$ cat src/rtl/reaction_round_controller_pkg.sv
// reaction_round_controller_pkg: state encodings, BCD limit and LFSR step shared by the round controller
package reaction_round_controller_pkg;
  localparam logic [2:0] S_IDLE   = 3'd0;
  localparam logic [2:0] S_ARMED  = 3'd1;
  localparam logic [2:0] S_TIMING = 3'd2;
  localparam logic [2:0] S_DONE   = 3'd3;
  localparam logic [2:0] S_FOUL   = 3'd4;
  localparam logic [2:0] S_HIGH   = 3'd5;
  localparam logic [15:0] BCD_MAX = 16'h9999;
  // Fibonacci taps 16,14,13,11 expressed as bit positions 15,13,12,10
  localparam logic [15:0] LFSR_TAPS = 16'hB400;
  function automatic logic [15:0] lfsr_next(input logic [15:0] q);
    return {q[14:0], ^(q & LFSR_TAPS)};
  endfunction
endpackage

$ cat src/rtl/reaction_round_controller_if.sv
// reaction_round_controller_if: buttons, timer and display signals between the controller and its surroundings
interface reaction_round_controller_if;
  logic tick, start, stop, show_high, elapsed_ovf;
  logic [15:0] elapsed;
  logic led, bcd_clear, bcd_run, result_valid, new_record, foul, hs_show;
  logic [15:0] result, high_score;
  modport master (
    output tick, start, stop, show_high, elapsed, elapsed_ovf,
    input  led, bcd_clear, bcd_run, result, result_valid, new_record, foul, hs_show, high_score
  );
  modport slave (
    input  tick, start, stop, show_high, elapsed, elapsed_ovf,
    output led, bcd_clear, bcd_run, result, result_valid, new_record, foul, hs_show, high_score
  );
endinterface

$ cat src/rtl/reaction_round_controller_lfsr.sv
// reaction_round_controller_lfsr: free-running 16-bit Fibonacci LFSR for the random hold-off
module reaction_round_controller_lfsr
  import reaction_round_controller_pkg::*;
#(
  parameter logic [15:0] SEED = 16'hACE1
) (
  input  logic        clock,
  input  logic        reset,
  output logic [15:0] q
);
  logic [15:0] q_q, q_d;
  always_comb q_d = lfsr_next(q_q);
  always_ff @(posedge clock or negedge reset) begin
    if (!reset) q_q <= SEED;
    else q_q <= q_d;
  end
  assign q = q_q;
endmodule

$ cat src/rtl/reaction_round_controller.sv
// reaction_round_controller: sequences a reaction round (hold-off, go lamp, timing, capture) and tracks the best score
module reaction_round_controller
  import reaction_round_controller_pkg::*;
#(
  parameter int          DELAY_MIN  = 1000,
  parameter int          DELAY_BITS = 11,
  parameter logic [15:0] LFSR_SEED  = 16'hACE1
) (
  input logic clock,
  input logic reset,
  reaction_round_controller_if.slave bus
);
  localparam int CW = DELAY_BITS + 1;
  logic [2:0] state_q, state_d;
  logic [CW-1:0] delay_cnt_q, delay_cnt_d;
  logic [15:0] result_q, result_d, high_score_q, high_score_d, lfsr;
  logic start_q, stop_q, bcd_clear_q, bcd_clear_d, new_record_q, new_record_d;
  logic start_rise, stop_rise, unused_lfsr;
  reaction_round_controller_lfsr #(.SEED(LFSR_SEED)) u_lfsr (.clock(clock), .reset(reset), .q(lfsr));
  assign unused_lfsr = ^lfsr[15:DELAY_BITS];
  assign start_rise = bus.start & ~start_q;
  assign stop_rise = bus.stop & ~stop_q;
  always_comb begin
    state_d = state_q;
    delay_cnt_d = delay_cnt_q;
    result_d = result_q;
    high_score_d = high_score_q;
    new_record_d = new_record_q;
    bcd_clear_d = 1'b0;
    case (state_q)
      S_IDLE: state_d = start_rise ? S_ARMED : bus.show_high ? S_HIGH : S_IDLE;
      S_ARMED: begin
        state_d = stop_rise ? S_FOUL : delay_cnt_q == '0 ? S_TIMING : S_ARMED;
        if (bus.tick && delay_cnt_q != '0) delay_cnt_d = delay_cnt_q - CW'(1);
      end
      S_TIMING: begin
        if (stop_rise) begin
          state_d = S_DONE;
          result_d = bus.elapsed;
          new_record_d = bus.elapsed < high_score_q;
          high_score_d = new_record_d ? bus.elapsed : high_score_q;
        end else if (bus.elapsed_ovf) begin
          state_d = S_FOUL;
          result_d = BCD_MAX;
        end
      end
      S_DONE, S_FOUL: state_d = start_rise ? S_ARMED : state_q;
      S_HIGH: state_d = bus.show_high ? S_HIGH : S_IDLE;
      default: state_d = S_IDLE;
    endcase
    // every entry into ARMED clears the timer and draws a fresh hold-off
    if (state_d == S_ARMED && state_q != S_ARMED) begin
      bcd_clear_d = 1'b1;
      delay_cnt_d = CW'(DELAY_MIN) + CW'(lfsr[DELAY_BITS-1:0]);
    end
    if (state_d != S_DONE) new_record_d = 1'b0;
  end
  always_ff @(posedge clock or negedge reset) begin
    if (!reset) begin
      state_q <= S_IDLE;
      delay_cnt_q <= '0;
      result_q <= 16'h0000;
      high_score_q <= BCD_MAX;
      start_q <= 1'b0;
      stop_q <= 1'b0;
      bcd_clear_q <= 1'b0;
      new_record_q <= 1'b0;
    end else begin
      state_q <= state_d;
      delay_cnt_q <= delay_cnt_d;
      result_q <= result_d;
      high_score_q <= high_score_d;
      start_q <= bus.start;
      stop_q <= bus.stop;
      bcd_clear_q <= bcd_clear_d;
      new_record_q <= new_record_d;
    end
  end
  assign bus.led = state_q == S_TIMING || state_q == S_DONE;
  assign bus.bcd_run = state_q == S_TIMING;
  assign bus.result_valid = state_q == S_DONE;
  assign bus.foul = state_q == S_FOUL;
  assign bus.hs_show = state_q == S_HIGH;
  assign bus.bcd_clear = bcd_clear_q;
  assign bus.new_record = new_record_q;
  assign bus.result = result_q;
  assign bus.high_score = high_score_q;
endmodule
$ cat src/flat_wrapper.sv
// flat-port wrapper written by rule: the top's interface ports become plain ports
module reaction_round_controller_flat import reaction_round_controller_pkg::*;
#(
  parameter int          DELAY_MIN  = 1000,
  parameter int          DELAY_BITS = 11,
  parameter logic [15:0] LFSR_SEED  = 16'hACE1
)
  (clock, reset, bus_tick, bus_start, bus_stop, bus_show_high, bus_elapsed, bus_elapsed_ovf, bus_led, bus_bcd_clear, bus_bcd_run, bus_result, bus_result_valid, bus_new_record, bus_foul, bus_hs_show, bus_high_score);
  reaction_round_controller_if bus_i ();
  input logic clock;
  input logic reset;
  input wire logic [$bits(bus_i.tick)-1:0] bus_tick;
  input wire logic [$bits(bus_i.start)-1:0] bus_start;
  input wire logic [$bits(bus_i.stop)-1:0] bus_stop;
  input wire logic [$bits(bus_i.show_high)-1:0] bus_show_high;
  input wire logic [$bits(bus_i.elapsed)-1:0] bus_elapsed;
  input wire logic [$bits(bus_i.elapsed_ovf)-1:0] bus_elapsed_ovf;
  output wire logic [$bits(bus_i.led)-1:0] bus_led;
  output wire logic [$bits(bus_i.bcd_clear)-1:0] bus_bcd_clear;
  output wire logic [$bits(bus_i.bcd_run)-1:0] bus_bcd_run;
  output wire logic [$bits(bus_i.result)-1:0] bus_result;
  output wire logic [$bits(bus_i.result_valid)-1:0] bus_result_valid;
  output wire logic [$bits(bus_i.new_record)-1:0] bus_new_record;
  output wire logic [$bits(bus_i.foul)-1:0] bus_foul;
  output wire logic [$bits(bus_i.hs_show)-1:0] bus_hs_show;
  output wire logic [$bits(bus_i.high_score)-1:0] bus_high_score;
  assign bus_i.tick = bus_tick;
  assign bus_i.start = bus_start;
  assign bus_i.stop = bus_stop;
  assign bus_i.show_high = bus_show_high;
  assign bus_i.elapsed = bus_elapsed;
  assign bus_i.elapsed_ovf = bus_elapsed_ovf;
  assign bus_led = bus_i.led;
  assign bus_bcd_clear = bus_i.bcd_clear;
  assign bus_bcd_run = bus_i.bcd_run;
  assign bus_result = bus_i.result;
  assign bus_result_valid = bus_i.result_valid;
  assign bus_new_record = bus_i.new_record;
  assign bus_foul = bus_i.foul;
  assign bus_hs_show = bus_i.hs_show;
  assign bus_high_score = bus_i.high_score;
  reaction_round_controller #(.DELAY_MIN(DELAY_MIN), .DELAY_BITS(DELAY_BITS), .LFSR_SEED(LFSR_SEED)) u_core (.clock(clock), .reset(reset), .bus(bus_i));
endmodule
$ cat config.mk
export PLATFORM = sky130hd
export DESIGN_NAME = reaction_round_controller_flat
export DESIGN_NICKNAME = d
export VERILOG_FILES = /design/src/rtl/reaction_round_controller_pkg.sv /design/src/rtl/reaction_round_controller_if.sv /design/src/rtl/reaction_round_controller_lfsr.sv /design/src/rtl/reaction_round_controller.sv /design/src/flat_wrapper.sv
export SDC_FILE = /design/constraint.sdc
export NUM_CORES = 1
export LEC_CHECK = 0
export BUFFER_PORTS_ARGS = -buffer_cell sky130_fd_sc_hd__buf_2
export CAP_MARGIN = 20
export CORE_UTILIZATION = 41
export DETAILED_ROUTE_END_ITERATION = 10
export GPL_TIMING_DRIVEN = 0
export PLACE_DENSITY_LB_ADDON = 0.08
export SLEW_MARGIN = 15
export SYNTH_ARGS = -nofsm -noshare
export SYNTH_HDL_FRONTEND = slang
export SYNTH_SLANG_ARGS = --single-unit
$ cat constraint.sdc
create_clock -name clock -period 2.8 [get_ports clock]
set_input_delay 0.56 -clock clock [delete_from_list [all_inputs] [get_ports clock]]
set_output_delay 0.56 -clock clock [all_outputs]
set_load 0.05 [all_outputs]
Word-level counts from Yosys, hierarchy flattened

Cells that the tools add are included.

Register bits: 67
Bits in latches: 0
Memory bits (writable): 0
ROM bits: 0
Bits of input ports: 23
Output and inout port bits: 39
Logic and storage cells: 58
Memories kept: 0

Add/subtract/negate cells: 2
Multipliers: 0
Divide/modulo/power cells: 0
Magnitude comparators: 1
Eq/ne operators: 8
Shifts and indexed selects: 0
Muxes and demuxes: 17
Bitwise logic cells: 4
Reductions and logical operators: 17

Operators by type and width:

| operator               | number |
|---|---|
| $mux 12                | 3 |
| $mux 16                | 2 |
| $mux 3                 | 6 |
| $lt 16x16->1           | 1 |
| $reduce_xor 16->1      | 1 |
| $pmux 3 s5             | 1 |
| $add 10x11->12 const A | 1 |
| $logic_not 12->1       | 1 |
| $reduce_bool 12->1     | 1 |
| $sub 12x1->12 const B  | 1 |
| $reduce_bool 2->1      | 5 |
| $eq 3x1->1 const B     | 2 |
| $eq 3x2->1 const B     | 2 |
| $eq 3x3->1 const B     | 2 |
| $reduce_and 2->1       | 3 |
| $mux 1                 | 4 |
| $logic_not 3->1        | 1 |
| $ne 3x1->1 const B     | 1 |
| $ne 3x2->1 const B     | 1 |
| $reduce_and 3->1       | 1 |
| $and 1x1->1            | 2 |
| $logic_and 1x1->1      | 2 |
| $mux 2                 | 1 |
| $not 1->1              | 2 |
| other kinds (2)        | 2 |

Depth between registers and ports, before layout

Gate-level depths: netlist (run 1).

Depth after elaboration: 8
Mapped depth: 10
Depth with buffers taken out: 8

Modules after synthesis

A second synthesis (run 1) with hierarchy kept.

Cell total of the unflattened synthesis: 290
Area, all modules: 3429.5 um2

By module, submodules not included:

| module                         | instances | cells an instance | area an instance (um2) | seq. area each (um2) |
|---|---|---|---|---|
| reaction_round_controller      | 1         | 256               | 2880.3                 | 1286.2 |
| reaction_round_controller_lfsr | 1         | 34                | 549.3                  | 410.4 |

Worst setup path before layout (run 1)

Ideal clock, no wire load.

Path type: register to register
Start point: register u_core.high_score_q[11] (netlist: u_core.bus.high_score[11])
End point: register u_core.high_score_q[10] (netlist: u_core.bus.high_score[10])
Library setup time: 0.125 ns
Arrival: 2.602 ns
Required time: 2.675 ns
Slack: 0.074 ns
Cell stages (with the launch flop): 10
Path buffers: 1
Clock period less this slack: 2.726 ns
Cell sequence: dfstp_2 inv_1 ha_1 nand2_1 o21ai_0 a211oi_1 o211a_1 o311ai_2 buf_2 mux2_2

Longest elaborated chain between the ends: 2

Ends and longest elaborated chain:

| what                              | RTL line                        | RTL |
|---|---|---|
| from (decl)                       | reaction_round_controller.sv:16 | `logic [15:0] result_q, result_d, high_score_q, high_score_d, lfsr;` |
| from (signal assigned)            | reaction_round_controller.sv:72 | `high_score_q <= high_score_d;` |
| $lt 16x16->1                      | reaction_round_controller.sv:40 | `new_record_d = bus.elapsed < high_score_q;` |
| $reduce_and 3->1 (no source line) | --                              |  |

No other way between the ends.
A chain may end at the register's enable or synchronous reset.

Worst setup path after layout (run 1)

Start point: register u_core.delay_cnt_q[0]
End point: register u_core.delay_cnt_q[3]

Longest elaborated chain between the ends: 8
Elaborated cells between the ends (all ways): 15
Classes of those cells: 1 x add/sub; 1 x eq/ne; 6 x mux; 7 x reduce/logical

Ends and longest elaborated chain:

| what                               | RTL line                        | RTL |
|---|---|---|
| from (decl)                        | reaction_round_controller.sv:15 | `logic [CW-1:0] delay_cnt_q, delay_cnt_d;` |
| from (signal assigned)             | reaction_round_controller.sv:70 | `delay_cnt_q <= delay_cnt_d;` |
| $logic_not 12->1 (*)               | reaction_round_controller.sv:33 | `state_d = stop_rise ? S_FOUL : delay_cnt_q == '0 ? S_TIMING : S_ARMED;` |
| $mux 2 (*)                         | reaction_round_controller.sv:33 |  |
| $mux 3 (*)                         | reaction_round_controller.sv:33 |  |
| $pmux 3 s5 (*)                     | reaction_round_controller.sv:30 | `case (state_q)` |
| via u_core.state_d[0]              | reaction_round_controller.sv:14 | `logic [2:0] state_q, state_d;` |
| $eq 3x1->1 (*)                     | reaction_round_controller.sv:52 | `if (state_d == S_ARMED && state_q != S_ARMED) begin` |
| $logic_and 1x1->1 (*)              | reaction_round_controller.sv:52 |  |
| $reduce_bool 2->1 (no source line) | --                              |  |
| $reduce_and 2->1 (no source line)  | --                              |  |

The timed path passes the listed nets; every way through them passes the cells marked *. The select of a mux whose other input is x is not followed.

==> results of run 1 <==
[metrics by stage]
step / total power, mW / worst slack, ns / instances
floorplan: 1.53 / 0.0737 / 271
global placement: 1.68 / -0.365 / 434
detailed placement: 1.69 / -0.360 / 435
CTS: 2.73 / 0.0346 / 451
global route: 2.83 / 0.00809 / 455
finish: 2.70 / 0.167 / 455
[cells by family after synthesis]
| group | synth area share |
|---|---|
| flops | 0.522 |
| simple gates | 0.126 |
| compound gates | 0.114 |
| buf+inv | 0.0381 |
| mux | 0.0908 |
| fa+ha+maj | 0.0654 |
| xor+xnor | 0.0431 |
[worst reg2reg max path: stages (launching register included)]
cell and delay (ns):
sky130_fd_sc_hd__dfrtp_1 0.43, sky130_fd_sc_hd__inv_1 0.08, sky130_fd_sc_hd__ha_1 0.19, sky130_fd_sc_hd__or4b_1 0.53
sky130_fd_sc_hd__nor4_4 0.33, sky130_fd_sc_hd__or2b_1 0.19, sky130_fd_sc_hd__nand4_4 0.18, sky130_fd_sc_hd__and2_4 0.20
sky130_fd_sc_hd__buf_6 0.12, sky130_fd_sc_hd__buf_6 0.14, sky130_fd_sc_hd__mux2i_1 0.12
[path summary, 6_finish.rpt]
path	from	endpoint	slack, ns
max reg2reg	u_core.delay_cnt_q[0]	u_core.delay_cnt_q[3]	0.17
min in group clock	bus_stop	u_core.stop_q	0.33
min	reset	u_core.bus.high_score[1]	0.07
min reg2reg	u_core.u_lfsr.q[14]	u_core.u_lfsr.q[15]	0.37
max	u_core.delay_cnt_q[0]	u_core.delay_cnt_q[3]	0.17
max in group asynchronous	reset	u_core.u_lfsr.q[13]	2.15
[final cells by class]
cell class | count | area (sq um) | area share
inverter | 21 | 78.8 | 0.0196
tap | 102 | 128 | 0.0318
timing repair buffer | 66 | 365 | 0.0910
clock buffer | 12 | 165 | 0.0411
sequential | 67 | 1700 | 0.422
multi-input combinational | 176 | 1440 | 0.359
clock inverter | 4 | 95.1 | 0.0237
buffer | 7 | 47.5 | 0.0118
[cells in the final DEF, fill, tap and decap left out, types with 2 or more instances in the layout]
cell                         n
sky130_fd_sc_hd__buf_2      62
sky130_fd_sc_hd__dfrtp_1    51
sky130_fd_sc_hd__inv_1      21
sky130_fd_sc_hd__ha_1       17
sky130_fd_sc_hd__mux2_2     16
sky130_fd_sc_hd__dfstp_2    16
sky130_fd_sc_hd__xnor2_1    12
sky130_fd_sc_hd__clkbuf_8   12
sky130_fd_sc_hd__a21oi_1    11
sky130_fd_sc_hd__mux2i_1    10
sky130_fd_sc_hd__nor2_1     10
sky130_fd_sc_hd__nor3_1      9
sky130_fd_sc_hd__a22o_1      9
sky130_fd_sc_hd__nand2_1     8
sky130_fd_sc_hd__o22a_1      8
sky130_fd_sc_hd__nand2b_1    6
sky130_fd_sc_hd__buf_4       6
sky130_fd_sc_hd__o21ai_0     5
sky130_fd_sc_hd__nor2b_1     4
sky130_fd_sc_hd__or2_2       4
sky130_fd_sc_hd__xor2_1      4
sky130_fd_sc_hd__o21ai_1     4
sky130_fd_sc_hd__nor4_1      3
sky130_fd_sc_hd__nand3_1     3
sky130_fd_sc_hd__bufinv_16   3
sky130_fd_sc_hd__or3_1       2
sky130_fd_sc_hd__buf_6       2
sky130_fd_sc_hd__o21a_1      2
[cell usage after synthesis (all sizes together), types with 6 or more instances]
cell type,instances,area share
nor3,9,0.014
mux2i,10,0.031
mux2,17,0.060
o22a,8,0.022
nor2,10,0.012
inv,21,0.024
nand2b,6,0.012
buf,6,0.013
ha,17,0.065
xnor2,12,0.032
dfstp,16,0.13
o21ai,9,0.014
a21oi,11,0.017
nand2,8,0.0092
dfrtp,51,0.39
a22o,9,0.024
[what timing repair did]
item                                    4_1_cts  5_1_grt
endpoints found under the setup margin       10        8
gates resized for setup                       2        0
hold endpoints to repair                      0        0
gates cloned                                  0        0
pin swaps                                     0        2
buffers inserted                              0        4
[layer usage]
metal	share of wire	GRT usage	vias up	routed length, um
met2	0.48	0.275	51	3210
li1	-	-	1127	-
met4	0.014	0.0754	0	91
met1	0.47	0.223	1102	3090
met3	0.035	0.0360	8	233
met5	0	0	-	0
[flip-flops by register name, indices dropped and copies added, names as in the netlist]
name / cells
u_core.bus.bcd_clear: 1
u_core.bus.high_score: 16
u_core.bus.new_record: 1
u_core.bus.result: 16
u_core.delay_cnt_q: 12
u_core.start_q: 1
u_core.state_q: 3
u_core.stop_q: 1
u_core.u_lfsr.q: 16
[power by group through the flow]
stage	registers [mW]	logic, mW	clock network, mW
after global placement	1.11	0.572	0
after floorplan	1.11	0.415	0
after CTS	1.09	0.584	1.05
final	1.09	0.577	1.02
after detailed placement	1.11	0.582	0
after global routing	1.11	0.635	1.09
==> results, run 1 <==
- The run finished with clean final reports.
- The switching share of power is 0.286.
- The fraction of the core area covered by cells at the end of the flow is 0.522.
- Synthesis produced 271 cells.
- The path length in cells of the critical path is 10.
- The routability congestion estimate is 0.751.
- The die width is 91.0 um.
- Counting the buffers created by CTS gives 9.
- Entering global routing, the biggest net connects 54 pins.
- The worst hold slack after final layout is 0.0692 ns.
- Row generation in the floorplan step produced 32 rows.
- In this run the worst hold path is classified as input port to async pin.
- The buffer type at the clock tree root is sky130_fd_sc_hd__clkbuf_8.
- Of the total power, registers draw 0.406.
- The flip-flop and latch count after synthesis is 67.
- Dividing the final minimum period by the clock period gives 0.940.
- Of the total power, the clock network draws 0.380.
- The time the worst path needs with I/O delays and setup is 2.63 ns.
- The final hold violation count is 0.
- The height of the die is 91.0 um.
- When the netlist entered floorplanning its net count stood at 311.
- The via count of the first global-routing pass was 2196.
- The total routed wirelength is 6.63 mm.
- The number of max-capacitance violations reported is 0.
- The fraction of synthesis flops using an asynchronous set or reset pin is 1.00.
- The leakage dissipation is 1.91 nW.
- Power spread over the standard cell area amounts to 671 nW/um^2.
- The number of filler instances in the final layout is 720.
- The critical path is of the flop to flop type.
- During placement, the flow inserted port buffers numbering 61.
- After clock tree synthesis, the clock-pin slew on the worst setup and hold paths is 0.07 ns.
- The number of H-tree levels is 3.
- The number of vias per cell after detailed routing is 5.03.
- Of the total power, combinational logic draws 0.214.
- The number of iterations in the first detailed-routing pass is 4.
- The largest stage delay on the critical path is 0.53 ns.
- The first-pass GRT wire length is 10.8 mm.
- For this design, the slowest cell found on the critical path is sky130_fd_sc_hd__or4b_1.
- The count of final max-slew check failures was 0.
- The share of synthesized area occupied by flip-flops and latches is 0.522.
- The remaining global-route overflow is 0.
- Each instance of the synthesized netlist takes up on average 12.0 sq um.
- The total negative setup slack is 0 ns.
- The cell family contributing the most delay on the critical path is simple AND/OR/NAND/NOR gates.
- The starting utilization of the core area is 0.423.
- Of all nets on the critical path, the largest fanout is 10.
- The detailed router finished its first iteration with 84 violations.
- Between clock sinks in the finished design, the worst skew comes to 0.00478 ns.
- The largest voltage drop on the vdd net is 0.000381 V.
- By instance count, the cell type seen most on the critical path is sky130_fd_sc_hd__buf_6.
- In the synthesized netlist the dominant register cell turns out to be sky130_fd_sc_hd__dfrtp_1.
- The count of unresolved DRC violations after routing is 0.
- The data required time at the worst endpoint is 3.01 ns.
- The relative area change from synthesis to final layout is 23.6%.
- The count of endpoints failing setup in the final report is 0.
- TritonCTS built the clock tree.
- The core region is 7690 sq um.
- The overall global routing resource usage is 0.171.
- The instance area after placement is 3710 sq um.
- The clock reaches the later pin of the worst-skew pair after 0.34 ns.
- The synthesized netlist occupies a cell area of 3250 sq um.
- Buffers inserted to repair hold after CTS numbered 0.
- The clock sink total is 67.
- For the worst setup path, the data arrival time is 2.85 ns.
- The initial antenna violation count is 0.
- The net count of the finished layout is 388.
- The floorplan step defined a die boundary enclosing 8290 sq um.
- Derived from the worst setup path, the maximum achievable clock frequency is 380 MHz.
- The internal power of the cells totals 1.93 mW.
- The combined buffer and inverter count along the critical path is 3.
- In this run, distinct cell masters in the synthesized netlist total 56.
- The cell area after layout is 4020 sq um.
- The worst register-to-register path has a depth of 10.
- For this design the total switching power over the nets is 770 uW.
- The headroom to the max-slew limit is 0.486.
- The routed wirelength normalized by instance count is 14.6 um.
- The number of placed I/O pins is 62.
- The HPWL after detailed placement is 4.76 mm.
- The critical path goes through inv_1 -> ha_1 -> or4b_1 -> nor4_4 -> or2b_1 -> nand4_4 -> and2_4 -> buf_6 -> buf_6 -> mux2i_1.
- The slew at the pin closest to its max-slew limit is 0.765 ns.
- Setup repair after global routing left no endpoint under its margin.
- Of the cells placed in the final design, the portion with a size suffix greater than 1 is 0.371.
- For this run, the number of Yosys warnings is 0.
- The synthesized design contains 0 enable-type register cells.
- The worst setup path is captured at a flop.
- The worst setup path is launched from a flop.
- The routed layout has 2288 vias.
- No sink is reached through more buffers than the 2 on the longest clock path.
- The number of diodes added for antenna fixing is 0.
- The final antenna-violating net count is 0.
No activity file was read; power rests on OpenSTA's default activity.
==> run 2, diff against run 1 <==
--- a/config.mk
+++ b/config.mk
@@ -10,7 +10,9 @@
 export CORE_UTILIZATION = 41
 export DETAILED_ROUTE_END_ITERATION = 10
 export GPL_TIMING_DRIVEN = 0
+export HOLD_SLACK_MARGIN = 0.08
 export PLACE_DENSITY_LB_ADDON = 0.08
+export SETUP_SLACK_MARGIN = 0.4
 export SLEW_MARGIN = 15
 export SYNTH_ARGS = -nofsm -noshare
 export SYNTH_HDL_FRONTEND = slang
==> run 2 against run 1 <==
  * Critical path type unchanged
  * Sequential share of layout area down 0.98 points
  * Maximum frequency increased by 14%
  * Via count rose by 1.5%
  * First-iteration DRC count decreased by 29%
  * Non-clock buffer count up 9
  * Critical path depth is 3 lower
  * Global-route usage increased by 0.34 points
  * Count of clock-buffer cells in the layout rose by 2
  * Clock skew rose by 0.0097 ns
  * Core utilization grew 1.3 points
  * Power is 4.1% lower
  * Setup slack better by 0.32 ns
==> results, run 2 (synthesized netlist as in run 1, its figures left out) <==
- The first-iteration detailed-routing DRC count is 60 (was 84).
- The TritonCTS clock tree is yes (unchanged).
- The number of iterations in the first detailed-routing pass came to 4 (unchanged).
- The height of the die came to 91.0 um (unchanged).
- The leakage dissipation came to 1.95 nW (was 1.91 nW).
- The TritonCTS buffer count is 9 (unchanged).
- The largest voltage drop on the vdd net is 0.000274 V (was 0.000381 V).
- Outcome: complete, no violations (unchanged).
- The number of H-tree levels was 3 (unchanged).
- The headroom to the max-slew limit is 0.495 (was 0.486).
- The area of the core region is 7690 sq um (unchanged).
- The routability congestion estimate is 0.739 (was 0.751).
- The worst-case reg-to-reg path depth is 7 (was 10).
- The standard-cell row count is 32 (unchanged).
- The via count is 2323 (was 2288).
- The combined buffer and inverter count along the critical path came to 1 (was 3).
- Cells along the critical path: or4_4 -> nor4_4 -> or2b_1 -> nand4_4 -> and2_4 -> buf_6 -> mux2_4 (was inv_1 -> ha_1 -> or4b_1 -> nor4_4 -> or2b_1 -> nand4_4 -> and2_4 -> buf_6 -> buf_6 -> mux2i_1).
- The number of diodes added for antenna fixing came to 0 (unchanged).
- The number of I/O port buffers is 61 (unchanged).
- The die width is 91.0 um (unchanged).
- The largest stage delay on the critical path was 0.58 ns (was 0.53 ns).
- The number of placed I/O pins is 62 (unchanged).
- The maximum net fanout on the critical path is 4 (was 10).
- The count of final max-slew check failures is 0 (unchanged).
- The final hold violation count came to 0 (unchanged).
- The time the worst path needs with I/O delays and setup came to 2.32 ns (was 2.63 ns).
- The post-route fraction of the period consumed by the critical path came to 0.828 (was 0.940).
- The minimum setup slack among reg-to-reg paths is 0.48 ns (was 0.17 ns).
- The starting utilization of the core area is 0.423 (unchanged).
- The post-CTS clock slew at the launch and capture registers of the worst setup and hold paths came to 0.08 ns (was 0.07 ns).
- The kind of start point of the critical path is a flop (unchanged).
- The via count of the first global-routing pass is 2304 (was 2196).
- The count of endpoints failing setup in the final report is 0 (unchanged).
- The final setup slack of the worst path came to 0.483 ns (was 0.167 ns).
- The slew at the pin closest to its max-slew limit is 0.752 ns (was 0.765 ns).
- The path class of the lowest-slack min-delay path is input port to async pin (unchanged).
- The final antenna-violating net count is 0 (unchanged).
- The total routed wirelength is 6.78 mm (was 6.63 mm).
- The pre-CTS setup slack is 0.0529 ns (was -0.360 ns).
- The top achievable clock speed is 432 MHz (was 380 MHz).
- The area enclosed by the die boundary is 8290 sq um (unchanged).
- The initial antenna violation count came to 0 (unchanged).
- The overall global routing resource usage is 0.174 (was 0.171).
- The classification of the worst setup path is flop to flop (unchanged).
- The relative area change from synthesis to final layout is 26.6% (was 23.6%).
- The worst hold slack after final layout was 0.150 ns (was 0.0692 ns).
- The total negative setup slack is 0 ns (unchanged).
- The buffer type at the clock tree root is sky130_fd_sc_hd__clkbuf_8 (unchanged).
- The share of post-route cells with drive strength above 1 is 0.423 (was 0.371).
- The worst path arrival time was 2.54 ns (was 2.85 ns).
- RSZ-0062 raised after global routing: true (was false).
- The maximum number of pins on one net before global-route repair is 37 (was 54).
- The cell area power density is 628 nW/um^2 (was 671 nW/um^2).
- The leading cell type in the layout, fill and taps excluded is sky130_fd_sc_hd__buf_2 (unchanged).
- The library cell contributing the largest single delay on the critical path is sky130_fd_sc_hd__or4_4 (was sky130_fd_sc_hd__or4b_1).
- The clock sink total is 67 (unchanged).
- The largest delay contributor family on the critical path is simple AND/OR/NAND/NOR gates (unchanged).
- The kind of end point of the critical path is a flop (unchanged).
- Most frequent cells in the layout: sky130_fd_sc_hd__buf_2, sky130_fd_sc_hd__dfrtp_1, sky130_fd_sc_hd__inv_1, sky130_fd_sc_hd__dfstp_2, sky130_fd_sc_hd__ha_1 (was sky130_fd_sc_hd__buf_2, sky130_fd_sc_hd__dfrtp_1, sky130_fd_sc_hd__inv_1, sky130_fd_sc_hd__ha_1).
- The number of vias per cell after detailed routing is 5.01 (was 5.03).
- The count of unresolved DRC violations after routing is 0 (unchanged).
- The first-pass GRT wire length is 11.2 mm (was 10.8 mm).
- The total half-perimeter wirelength after legalization and detailed placement is 4.78 mm (was 4.76 mm).
- The data required time at the worst endpoint came to 3.02 ns (was 3.01 ns).
- The final net count came to 397 (was 388).
- The routed wirelength normalized by instance count was 14.6 um (about the same).
- The final worst clock skew is 0.0145 ns (was 0.00478 ns).
- The maximum number of buffers from clock root to sink is 2 (unchanged).
- The path length in cells of the critical path is 7 (was 10).
- The clock latency reported for the late side of the worst-skew pair is 0.34 ns (about the same).
- The number of max-capacitance violations reported is 0 (unchanged).
- The remaining global-route overflow is 0 (unchanged).
run 2: metal layers:
metal	track usage	wire length [um]	vias to the layer above
met5	0	0	-
met4	0.0542	72	0
met3	0.0544	313	9
met2	0.275	3210	46
met1	0.230	3180	1127
li1	-	-	1141
run 2: final timing paths:
check	endpoint	startpoint
max reg2reg	u_core.delay_cnt_q[0]	u_core.delay_cnt_q[3]
min	u_core.bus.high_score[13]	reset
min in group clock	u_core.stop_q	bus_stop
max	u_core.delay_cnt_q[0]	u_core.delay_cnt_q[3]
max in group asynchronous	u_core.u_lfsr.q[15]	reset
min reg2reg	u_core.u_lfsr.q[15]	u_core.u_lfsr.q[14]
run 2: what timing repair did:
action,in CTS,in global routing
resized for setup,2,10
buffers inserted,7,6
endpoints found under the setup margin,29,24
pin swaps,4,2
hold buffers,0,0
run 2: stage by stage:
stage	area (sq um)	total power [mW]	utilization	cells
2_1_floorplan	3310	1.54	-	271
3_3_place_gp	3740	1.69	0.486	434
3_5_place_dp	3760	1.70	0.489	435
4_1_cts	4020	2.57	0.523	458
5_1_grt	4120	2.73	0.535	464
6_report	4120	2.58	0.535	464
run 2: worst register-to-register path: stages, from the launching register on:
cell and delay, ns:
sky130_fd_sc_hd__dfrtp_1 0.41, sky130_fd_sc_hd__or4_4 0.58, sky130_fd_sc_hd__nor4_4 0.35, sky130_fd_sc_hd__or2b_1 0.19, sky130_fd_sc_hd__nand4_4 0.08, sky130_fd_sc_hd__and2_4 0.18
sky130_fd_sc_hd__buf_6 0.12, sky130_fd_sc_hd__mux2_4 0.28
run 2: final cells by class:
class                           instances  area [sq um]
Fill cell                             714          3570
Sequential cell                        67          1700
Multi-Input combinational cell        176          1530
Timing Repair Buffer                   75           429
Clock buffer                           14           163
Tap cell                              102           128
Inverter                               21          78.8
Buffer                                  7          52.6
Clock inverter                          2          35.0
run 2: power breakdown:
group	total [mW]	switching, mW	internal, mW
sequential	1.09	0.0632	1.03
combinational	0.684	0.372	0.312
clock	0.810	0.350	0.460
==> run 3, diff against run 2 <==
==> constraint.sdc (replaced) <==
create_clock -name clock -period 2.3 [get_ports clock]
set_input_delay 0.46 -clock clock [delete_from_list [all_inputs] [get_ports clock]]
set_output_delay 0.46 -clock clock [all_outputs]
set_load 0.05 [all_outputs]
==> run 3 against run 2 <==
  * Sequential power rose by 22%
  * Critical endpoint is now u_core.bus.high_score[5]
  * Combinational power up 37%
  * The flow now finishes with violations (setup timing)
  * Register-to-register slack worse by 0.50 ns
  * Highest routed layer unchanged
  * Via count up 3.4%
  * First-iteration DRC count up 12%
  * Cell area is 4.8% higher
  * Core utilization is 2.6 points higher
  * Power up 21%
  * Maximum frequency grew 0.12%
  * Die area unchanged
  * Non-clock buffer count rose by 11
  * Sequential cell count did not move
==> results, run 3 (synthesized netlist as in run 1, its figures left out) <==
- The share of post-route cells with drive strength above 1 is 0.464 (was 0.423).
- The clock sink total is 67 (unchanged).
- The count of final max-slew check failures is 0 (unchanged).
- The maximum net fanout on the critical path is 7 (was 4).
- The startpoint of the most critical register-to-register path is u_core.bus.high_score[7] (was u_core.delay_cnt_q[3]).
- The via count is 2402 (was 2323).
- The routed wirelength normalized by instance count was 14.9 um (was 14.6 um).
- The clock latency reported for the late side of the worst-skew pair is 0.34 ns (about the same).
- The cell area after layout was 4310 sq um (was 4120 sq um).
- The checks that failed: setup timing.
- The initial antenna violation count was 0 (unchanged).
- The via count of the first global-routing pass is 2409 (was 2304).
- The maximum number of pins on one net before global-route repair is 52 (was 37).
- The area of the core region is 7690 sq um (unchanged).
- The slew at the pin closest to its max-slew limit was 0.795 ns (was 0.752 ns).
- The leakage dissipation is 2.06 nW (was 1.95 nW).
- RSZ-0062 raised after global routing: true (unchanged).
- The first-iteration detailed-routing DRC count came to 67 (was 60).
- The largest voltage drop on the vdd net is 0.000369 V (was 0.000274 V).
- The total negative setup slack is -0.0732 ns (was 0 ns).
- The pre-CTS setup slack is -0.374 ns (was 0.0529 ns).
- The instance area after placement is 3780 sq um (was 3760 sq um).
- The instance count after placement with tap cells included is 435 (unchanged).
- The final worst clock skew is 0.0103 ns (was 0.0145 ns).
- The number of diodes added for antenna fixing is 0 (unchanged).
- The kind of end point of the critical path is a flop (unchanged).
- The post-route fraction of the period consumed by the critical path was 1.01 (was 0.828).
- The total half-perimeter wirelength after legalization and detailed placement is 4.76 mm (was 4.78 mm).
- The leading cell type in the layout, fill and taps excluded is sky130_fd_sc_hd__buf_2 (unchanged).
- The overall global routing resource usage came to 0.186 (was 0.174).
- The count of unresolved DRC violations after routing is 0 (unchanged).
- The worst hold slack after final layout is 0.245 ns (was 0.150 ns).
- The final net count is 408 (was 397).
- The top achievable clock speed came to 432 MHz (about the same).
- The die width is 91.0 um (unchanged).
- The routability congestion estimate came to 0.780 (was 0.739).
- The worst path arrival time is 2.54 ns (about the same).
- The starting utilization of the core area is 0.423 (unchanged).
- The number of I/O port buffers is 61 (unchanged).
- The standard-cell row count was 32 (unchanged).
- The height of the die is 91.0 um (unchanged).
- The final antenna-violating net count was 0 (unchanged).
- The total routed wirelength is 7.07 mm (was 6.78 mm).
- The beginning of the critical path is u_core.bus.high_score[7] (was u_core.delay_cnt_q[3]).
- The data required time at the worst endpoint was 2.53 ns (was 3.02 ns).
- The number of H-tree levels is 3 (unchanged).
- Most frequent cells in the layout: sky130_fd_sc_hd__buf_2, sky130_fd_sc_hd__dfrtp_1, sky130_fd_sc_hd__buf_4, sky130_fd_sc_hd__inv_1, sky130_fd_sc_hd__mux2_4 (was sky130_fd_sc_hd__buf_2, sky130_fd_sc_hd__dfrtp_1, sky130_fd_sc_hd__inv_1, sky130_fd_sc_hd__dfstp_2, sky130_fd_sc_hd__ha_1).
- The cell area power density is 726 nW/um^2 (was 628 nW/um^2).
- The number of vias per cell after detailed routing is 5.06 (was 5.01).
- The TritonCTS buffer count is 9 (unchanged).
- The headroom to the max-slew limit came to 0.466 (was 0.495).
- The post-layout instance count excluding filler cells was 475 (was 464).
- The time the worst path needs with I/O delays and setup is 2.31 ns (was 2.32 ns).
- The TritonCTS clock tree is yes (unchanged).
- The number of placed I/O pins is 62 (unchanged).
- The buffer type at the clock tree root is sky130_fd_sc_hd__clkbuf_8 (unchanged).
- The maximum number of buffers from clock root to sink came to 2 (unchanged).
- The final setup slack of the worst path came to -0.0145 ns (was 0.483 ns).
- The total power of the final layout is 3.13 mW (was 2.58 mW).
- The count of endpoints failing setup in the final report is 7 (was 0).
- The start point of the worst hold path is bus_stop.
- The area enclosed by the die boundary is 8290 sq um (unchanged).
- The final hold violation count is 0 (unchanged).
- The classification of the worst setup path is flop to flop (unchanged).
- The path class of the lowest-slack min-delay path is input port to flop (was input port to async pin).
- Outcome: finished with violations (was complete, no violations).
- The relative area change from synthesis to final layout is 32.7% (was 26.6%).
- The first-pass GRT wire length is 12.1 mm (was 11.2 mm).
- The post-CTS clock slew at the launch and capture registers of the worst setup and hold paths is 0.08 ns (about the same).
- The number of max-capacitance violations reported came to 0 (unchanged).
- The number of iterations in the first detailed-routing pass is 4 (unchanged).
- The kind of start point of the critical path is a flop (unchanged).
- The fraction of the core area covered by cells at the end of the flow is 0.561 (was 0.535).
- The minimum setup slack among reg-to-reg paths is -0.01 ns (was 0.48 ns).
- The remaining global-route overflow was 0 (unchanged).
==> run 3: cell types whose count changed in the layout (fill, tap and decap cells not counted), sizes merged <==
| cell | previous run | this run |
|---|---|---|
| buf | 81 | 91 |
| clkinv | 1 | 3 |
| bufinv | 1 | 0 |
| clkbuf | 15 | 14 |
| dlygate4sd3 | 0 | 1 |
==> run 3: where the power goes <==
| part | internal, mW | switching (mW) | total, mW |
|---|---|---|---|
| combinational | 0.456 | 0.480 | 0.937 |
| clock | 0.446 | 0.422 | 0.868 |
| sequential | 1.25 | 0.0753 | 1.33 |
| total | 2.16 | 0.978 | 3.13 |
==> run 3: repair_timing <==
action / in CTS / in global routing
resized for setup: 34 / 15
hold endpoints to repair: 13 / 0
hold buffers: 1 / 0
gates cloned: 1 / 0
pin swaps: 9 / 1
buffers inserted: 17 / 5
setup endpoints to repair: 32 / 35
==> run 3: metal layers <==
layer  global-route usage  part of all wire  vias up  routed length (um)
met4               0.0688             0.012        0                  84
li1                     -                 -     1162                   -
met3               0.0461             0.037        7                 262
met2                0.308              0.49       48                3440
met5                    0                 0        -                   0
met1                0.235              0.46     1185                3280
==> run 3: worst max-delay path, cell delays in order (launching register included) <==
cell and delay [ns]:
sky130_fd_sc_hd__dfstp_2 0.54, sky130_fd_sc_hd__inv_2 0.05, sky130_fd_sc_hd__ha_4 0.25, sky130_fd_sc_hd__and4_4 0.24, sky130_fd_sc_hd__nand2_2 0.05, sky130_fd_sc_hd__o211a_1 0.25, sky130_fd_sc_hd__o311ai_4 0.31, sky130_fd_sc_hd__buf_6 0.21
sky130_fd_sc_hd__mux2_4 0.31
==> run 3: worst paths after layout <==
kind / endpoint / cells after the start
setup / recovery: u_core.bus.high_score[5] / 8
hold / removal: u_core.stop_q / 1
setup reg to reg: u_core.bus.high_score[5] / 8
hold reg to reg: u_core.u_lfsr.q[15] / 0
max in group asynchronous: u_core.u_lfsr.q[6] / 3
min in group asynchronous: u_core.bus.result[1] / 2
==> run 3: cell type report <==
cell class / instances / area [sq um]
clock inverters: 3 / 15.0
repair buffers: 86 / 576
flip-flops and latches: 67 / 1700
clock buffers: 13 / 159
multi-input cells: 176 / 1590
inverters: 21 / 78.8
plain buffers: 7 / 63.8
well taps: 102 / 128
fillers: 690 / 3370
